**config.mk**
```make
export PLATFORM = sky130hd
export DESIGN_NAME = filter_sinc3_dec
export DESIGN_NICKNAME = d
export VERILOG_FILES = /design/src/rtl/filter_sinc3_dec.sv
export SDC_FILE = /design/constraint.sdc
export NUM_CORES = 1
export LEC_CHECK = 0
export CELL_PAD_IN_SITES_DETAIL_PLACEMENT = 1
export CELL_PAD_IN_SITES_GLOBAL_PLACEMENT = 1
export CORE_MARGIN = 10
export CORE_UTILIZATION = 46
export CTS_BUF_LIST = sky130_fd_sc_hd__clkbuf_4 sky130_fd_sc_hd__clkbuf_8
export DETAILED_ROUTE_END_ITERATION = 10
export PLACE_DENSITY_LB_ADDON = 0.1
export SYNTH_ARGS = -nofsm -noshare
export SYNTH_HDL_FRONTEND = slang
export SYNTH_SLANG_ARGS = --single-unit
```
**constraint.sdc**
```tcl
create_clock -name mclkin -period 3.5 [get_ports mclkin]
set_input_delay 0.7 -clock mclkin [delete_from_list [all_inputs] [get_ports mclkin]]
set_output_delay 0.7 -clock mclkin [all_outputs]
set_load 0.01 [all_outputs]
```
**src/rtl/filter_sinc3_dec.sv**
```systemverilog
// -----------------------------------------------------------------------------
// filter_sinc3_dec
//
// Third-order sinc (CIC) decimator for a 1-bit sigma-delta bitstream. Runs on
// the modulator clock only and derives its own decimation strobe. Decimation
// rate is 2^L, with L taken from dec_log2 at each decimation boundary and
// clamped to [DEC_LOG2_MIN, DEC_LOG2_MAX].
//
// Build option:
//   FILTER_SINC3_SAT_EN  when defined, a full-scale sample (2^WIDTH) clamps to
//                        all ones and pulses ovf. When undefined, the sample
//                        wraps to 0 and ovf is constant 0.
//
// Ports:
//   mclkin     in   modulator clock (only clock)
//   rst_n      in   asynchronous active-low reset
//   mdata      in   modulator bitstream, sampled on rising mclkin
//   dec_log2   in   requested decimation exponent L (4 bits)
//   data       out  WIDTH-bit unsigned sample, held between updates
//   out_valid  out  one-cycle pulse when data updates with a settled sample
//   ovf        out  one-cycle pulse with out_valid when the sample was clamped
// -----------------------------------------------------------------------------
module filter_sinc3_dec #(
  parameter int WIDTH        = 16,
  parameter int DEC_LOG2_MAX = 8
) (
  input  logic             mclkin,
  input  logic             rst_n,
  input  logic             mdata,
  input  logic [3:0]       dec_log2,
  output logic [WIDTH-1:0] data,
  output logic             out_valid,
  output logic             ovf
);

  localparam int DEC_LOG2_MIN = (WIDTH + 2) / 3;
  localparam int ACC_W        = 3 * DEC_LOG2_MAX + 1;
  localparam int SH_W         = $clog2(ACC_W);
  localparam int CNT_W        = DEC_LOG2_MAX;

  localparam logic [3:0] L_MIN = 4'(DEC_LOG2_MIN);
  localparam logic [3:0] L_MAX = 4'(DEC_LOG2_MAX);

  typedef logic [ACC_W-1:0] acc_t;

  // State
  logic             d_in_q;
  acc_t             acc1_q, acc2_q, acc3_q;
  acc_t             acc3_dly_q, diff1_q, diff1_dly_q, diff2_q, diff2_dly_q;
  logic [CNT_W-1:0] cnt_q;
  logic [3:0]       l_q;
  logic             l_vld_q;   // l_q holds a loaded value (first cycle after reset uses the pin)
  logic [2:0]       settle_q;
  logic [WIDTH-1:0] data_q;
  logic             out_valid_q;
  logic             ovf_q;

  // Combinational
  logic [3:0]       l_req;
  logic [3:0]       l_cur;
  logic [CNT_W-1:0] cnt_last;
  logic             dec_stb;
  logic             l_change;
  logic             emit;
  acc_t             diff3_d;
  logic [SH_W-1:0]  sh_amt;
  logic [WIDTH-1:0] data_d;
  logic             sat;

  // NOTE: every variable written in an always_comb gets a default on entry,
  // so no path leaves it unassigned and no latch is inferred.
  always_comb begin
    l_req = dec_log2;
    if (dec_log2 < L_MIN) begin
      l_req = L_MIN;
    end else if (dec_log2 > L_MAX) begin
      l_req = L_MAX;
    end
  end

  assign l_cur    = l_vld_q ? l_q : l_req;
  assign cnt_last = ~({CNT_W{1'b1}} << l_cur);
  assign dec_stb  = (cnt_q == cnt_last);

  // A boundary that changes L restarts settling and emits nothing: the comb
  // history belongs to the old window length and would be scaled wrongly.
  assign l_change = dec_stb && (l_req != l_cur);
  assign emit     = dec_stb && !l_change && (settle_q == 3'd4);

  // Third comb stage evaluated at the strobe so the scaled sample can be
  // registered straight into data, one cycle after the strobe.
  assign diff3_d = diff2_q - diff2_dly_q;
  assign sh_amt  = SH_W'(3 * int'(l_cur) - WIDTH);

`ifdef FILTER_SINC3_SAT_EN
  acc_t s_full;
  assign s_full = diff3_d >> sh_amt;
  assign sat    = |s_full[ACC_W-1:WIDTH];
  assign data_d = sat ? '1 : s_full[WIDTH-1:0];
`else
  assign sat    = 1'b0;
  assign data_d = WIDTH'(diff3_d >> sh_amt);
`endif

  always_ff @(posedge mclkin or negedge rst_n) begin
    if (!rst_n) begin
      d_in_q      <= 1'b0;
      acc1_q      <= '0;
      acc2_q      <= '0;
      acc3_q      <= '0;
      acc3_dly_q  <= '0;
      diff1_q     <= '0;
      diff1_dly_q <= '0;
      diff2_q     <= '0;
      diff2_dly_q <= '0;
      cnt_q       <= '0;
      l_q         <= '0;
      l_vld_q     <= 1'b0;
      settle_q    <= '0;
      data_q      <= '0;
      out_valid_q <= 1'b0;
      ovf_q       <= 1'b0;
    end else begin
      d_in_q <= mdata;
      // NOTE: non-blocking assignments make each integrator add the previous
      // stage's value from before this edge, giving the pipelined cascade.
      acc1_q <= acc1_q + acc_t'(d_in_q);
      acc2_q <= acc2_q + acc1_q;
      acc3_q <= acc3_q + acc2_q;

      out_valid_q <= emit;
      ovf_q       <= emit & sat;

      if (!l_vld_q || dec_stb) begin
        l_q     <= l_req;
        l_vld_q <= 1'b1;
      end

      if (dec_stb) begin
        cnt_q       <= '0;
        acc3_dly_q  <= acc3_q;
        diff1_q     <= acc3_q - acc3_dly_q;
        diff1_dly_q <= diff1_q;
        diff2_q     <= diff1_q - diff1_dly_q;
        diff2_dly_q <= diff2_q;
        if (l_change) begin
          settle_q <= '0;
        end else if (settle_q != 3'd4) begin
          settle_q <= settle_q + 3'd1;
        end
        if (emit) begin
          data_q <= data_d;
        end
      end else begin
        cnt_q <= cnt_q + CNT_W'(1);
      end
    end
  end

  assign data      = data_q;
  assign out_valid = out_valid_q;
  assign ovf       = ovf_q;

endmodule

```
==> metrics.log <==
INFO  metric status = complete, no violations
INFO  metric synth.top_cells.by_area = sky130_fd_sc_hd__dfrtp_1, sky130_fd_sc_hd__ha_1, sky130_fd_sc_hd__o21ai_0
INFO  metric timing.hold.worst.class = in -> async
INFO  metric design.die.area = 0.0430 mm^2
INFO  metric flow.area_growth_from_synthesis = 17.2%
INFO  metric insertedDiodeCount = 0
INFO  metric postSynthCellCount = 1839
INFO  metric ctsLongestPathBuffers = 3
INFO  metric ys_ff_latch = 234
INFO  metric sum_neg_setup_slack = 0 ns
INFO  metric synth_top_area_share = 36.2%
INFO  metric finalSetupViolCount = 0
INFO  metric clock_latency = 0.60 ns
INFO  metric setup.worst_path.end_class = flip-flop
INFO  metric route.vias.total = 13800
INFO  metric fp.dieW = 207 um
INFO  metric postLayoutCellArea = 0.0189 mm^2
INFO  metric vias_in_the_first_global_route = 14700
INFO  metric core_footprint = 0.0346 mm^2
INFO  metric fmax = 287 MHz
INFO  metric worst_ep_arrival_time = 4.02 ns
INFO  metric setup.worst_path.class = reg -> reg
INFO  metric synth_enable_flop_cells = 0
INFO  metric vdd_drop_max = 0.454 mV
INFO  metric wire_length_of_the_first_global_routing_pass = 72000 um
INFO  metric drt-pass1-iter-count = 5
INFO  metric start_util = 46.7%
INFO  metric critical_path_data_required_time = 4.03 ns
INFO  metric cts_htree_levels = 2
INFO  metric ys_types = 93
INFO  metric fin_crit = 3.49 ns
INFO  metric track_usage = 19.4%
INFO  metric ctsRootBufferMaster = sky130_fd_sc_hd__clkbuf_8
INFO  metric worst_setup_path_start_kind = flip-flop
INFO  metric wirelength = 42400 um
INFO  metric initial_antenna_violation_count = 0
INFO  metric netlist_area = 0.0162 mm^2
INFO  metric netlist.top_cell.by_area = sky130_fd_sc_hd__dfrtp_1
INFO  metric timing.final.max_slew_violations = 0
INFO  metric floorplan.rows = 68
INFO  metric syn-mean-instance-area = 8.78 um^2
INFO  metric synth_sequential_area_ratio = 36.2%
INFO  metric numClockSinks = 234
INFO  metric place.detailed.instances = 2389
INFO  metric leakagePower = 9.06 nW
INFO  metric antenna_violating_nets_post_route = 0
INFO  metric die_y = 207 um
INFO  metric slew_headroom = 52.5%
INFO  metric hold_viol = 0
INFO  metric rsz_0062_raised_after_global_routing = true
INFO  metric power_per_cell_area = 797 mW/mm^2
INFO  metric avgRoutedWirePerCell = 17.2 um
INFO  metric ys.warnings.count = 0
INFO  metric drt_drc_violations_left = 0
INFO  metric grt.overflow.total = 0
INFO  metric worst_setup_hold_path_clk_slew = 0.06 ns
INFO  metric drv_cap = 0
INFO  metric synth_nets = 1984
INFO  metric timing.clock.skew = 0.0372 ns
INFO  metric synth-main-ff-cell = sky130_fd_sc_hd__dfrtp_1
INFO  metric cts.hold.buffers_added = 0
INFO  metric place_hpwl = 32200 um
INFO  metric buffer_ports.inserted = 23
INFO  metric num-nets-final = 2132
INFO  metric proportion_of_layout_cells_with_a_drive_suffix_above_1 = 15.8%
INFO  metric clock_tree_from_tritoncts = built
INFO  metric detailedRoute.firstIterationViolations = 508
INFO  metric ys_async_sr_fraction = 100%
INFO  metric cts_inserted_buffers = 44
INFO  metric grt_max_degree = 101
INFO  metric routabilityCongestion = 0.878
INFO  metric tightestPinTransition = 0.707 ns
INFO  metric finalNonFillerCells = 2469
INFO  metric detail_route.vias_per_cell = 5.60
INFO  metric timing.final.crit_share = 99.7%
INFO  metric critical_path.max_fanout = 7
INFO  metric postPlaceCellArea = 0.0178 mm^2
INFO  metric design.portCount = 25
==> worst max-delay path: stages, from the launching register on <==
cell                        delay (ns)
sky130_fd_sc_hd__dfrtp_1          0.41
sky130_fd_sc_hd__ha_4             0.18
sky130_fd_sc_hd__fa_2             0.35
sky130_fd_sc_hd__nand2b_4         0.15
sky130_fd_sc_hd__a21o_1           0.18
sky130_fd_sc_hd__a211o_4          0.39
sky130_fd_sc_hd__a211o_1          0.33
sky130_fd_sc_hd__and4_4           0.21
sky130_fd_sc_hd__nor3_4           0.17
sky130_fd_sc_hd__nor3_4           0.06
sky130_fd_sc_hd__mux4_2           0.51
sky130_fd_sc_hd__a2111oi_4        0.40
sky130_fd_sc_hd__a21o_1           0.12
==> synthesized netlist by cell type (8+ instances only) <==
| cell type | instances |
|---|---|
| sky130_fd_sc_hd__nand2_1 | 239 |
| sky130_fd_sc_hd__dfrtp_1 | 234 |
| sky130_fd_sc_hd__o21ai_0 | 181 |
| sky130_fd_sc_hd__ha_1 | 132 |
| sky130_fd_sc_hd__inv_1 | 118 |
| sky130_fd_sc_hd__nor2_1 | 115 |
| sky130_fd_sc_hd__a21oi_1 | 112 |
| sky130_fd_sc_hd__xnor2_1 | 79 |
| sky130_fd_sc_hd__xor2_1 | 55 |
| sky130_fd_sc_hd__clkbuf_1 | 42 |
| sky130_fd_sc_hd__nand3_1 | 41 |
| sky130_fd_sc_hd__a21o_1 | 38 |
| sky130_fd_sc_hd__nand2b_1 | 32 |
| sky130_fd_sc_hd__o21a_1 | 27 |
| sky130_fd_sc_hd__nor3_1 | 26 |
| sky130_fd_sc_hd__a31oi_1 | 20 |
| sky130_fd_sc_hd__and3_1 | 19 |
| sky130_fd_sc_hd__nand4_1 | 19 |
| sky130_fd_sc_hd__a211oi_1 | 18 |
| sky130_fd_sc_hd__nor2b_1 | 16 |
| sky130_fd_sc_hd__o211ai_1 | 14 |
| sky130_fd_sc_hd__mux2i_1 | 11 |
| sky130_fd_sc_hd__buf_2 | 10 |
| sky130_fd_sc_hd__o21bai_1 | 10 |
| sky130_fd_sc_hd__and2_1 | 9 |
| sky130_fd_sc_hd__clkbuf_8 | 9 |
| sky130_fd_sc_hd__o2111ai_1 | 9 |
| sky130_fd_sc_hd__a21boi_0 | 8 |
| sky130_fd_sc_hd__a31o_2 | 8 |
| sky130_fd_sc_hd__mux4_2 | 8 |
==> worst paths after layout <==
check	startpoint	to	slack [ns]	cells past startpoint
max	diff2_dly_q[0]	data[9]	0.01	12
min	rst_n	diff2_q[2]	0.09	1
max reg2reg	diff2_dly_q[0]	data[9]	0.01	12
min reg2reg	d_in_q	acc1_q[0]	0.48	1
max in group asynchronous	rst_n	data[14]	2.47	2
min in group mclkin	d_in_q	acc1_q[0]	0.48	1
==> where the power goes <==
group,switching (mW),internal [mW]
Clock,1.17,1.47
Sequential,0.533,3.55
Combinational,4.66,3.71
Total,6.37,8.72
==> registers in the layout, summed over array words and instances (netlist names) <==
| signal | flops |
|---|---|
| acc1_q | 25 |
| acc2_q | 25 |
| acc3_dly_q | 25 |
| acc3_q | 25 |
| cnt_q | 8 |
| d_in_q | 1 |
| data | 16 |
| diff1_dly_q | 25 |
| diff1_q | 25 |
| diff2_dly_q | 25 |
| diff2_q | 25 |
| l_q | 4 |
| l_vld_q | 1 |
| out_valid | 1 |
| settle_q | 3 |
==> layout make-up <==
cell class | count | area [um^2]
Sequential cell | 234 | 5860
Tap cell | 455 | 569
Fill cell | 4084 | 15700
Timing Repair Buffer | 173 | 1420
Inverter | 119 | 447
Clock buffer | 64 | 806
Multi-Input combinational cell | 1415 | 9780
Clock inverter | 9 | 53.8
==> layer usage <==
layer / global-route usage (%) / routed length [um] / vias to the layer above
met3: 2.60 / 1020 / 74
met5: 0 / 0 / -
met1: 22.5 / 18300 / 6794
met4: 6.65 / 1090 / 0
li1: - / - / 6814
met2: 35.6 / 22000 / 141
==> metrics by stage <==
stage	hold slack (ns)	power, mW	utilization, %	setup slack [ns]
after global placement	0.458	11.9	51.3	-0.358
after global routing	0.107	16.5	54.7	-0.0988
final	0.0935	15.1	54.7	0.0113
after floorplan	0.404	9.67	-	-0.234
after CTS	0.0678	15.0	53.9	-0.0125
after detailed placement	0.471	12.2	51.3	-0.468
==> what timing repair did <==
action / in CTS / in global routing
setup endpoints to repair: 13 / 66
buffers inserted: 0 / 7
pin swaps: 2 / 7
endpoints found under the hold margin: 0 / 0
gates resized for setup: 8 / 43
==> cell usage in the layout (no fill, tap or decap), drive strengths merged, types with 16 or more instances in the layout <==
cell,count
nor2,116
inv,119
a31oi,20
and3,20
nand2b,32
nand3,41
a21o,39
o21a,28
nand2,239
nor2b,16
ha,132
nor3,29
dfrtp,234
clkbuf,64
xor2,55
nand4,19
a211oi,18
o21ai,188
clkdlybuf4s50,22
xnor2,79
a21oi,113
buf,151
==> kinds of logic after synthesis <==
logic type | share of synthesized area [%]
adders and majority gates | 11.0
and+or+nand+nor | 16.9
AOI/OAI and AO/OA | 21.1
muxes | 2.30
buffers and inverters | 5.17
other | 0.0465
xor gates and xnor gates | 7.26
DFF | 36.2
(Power assumes the default switching activity.)
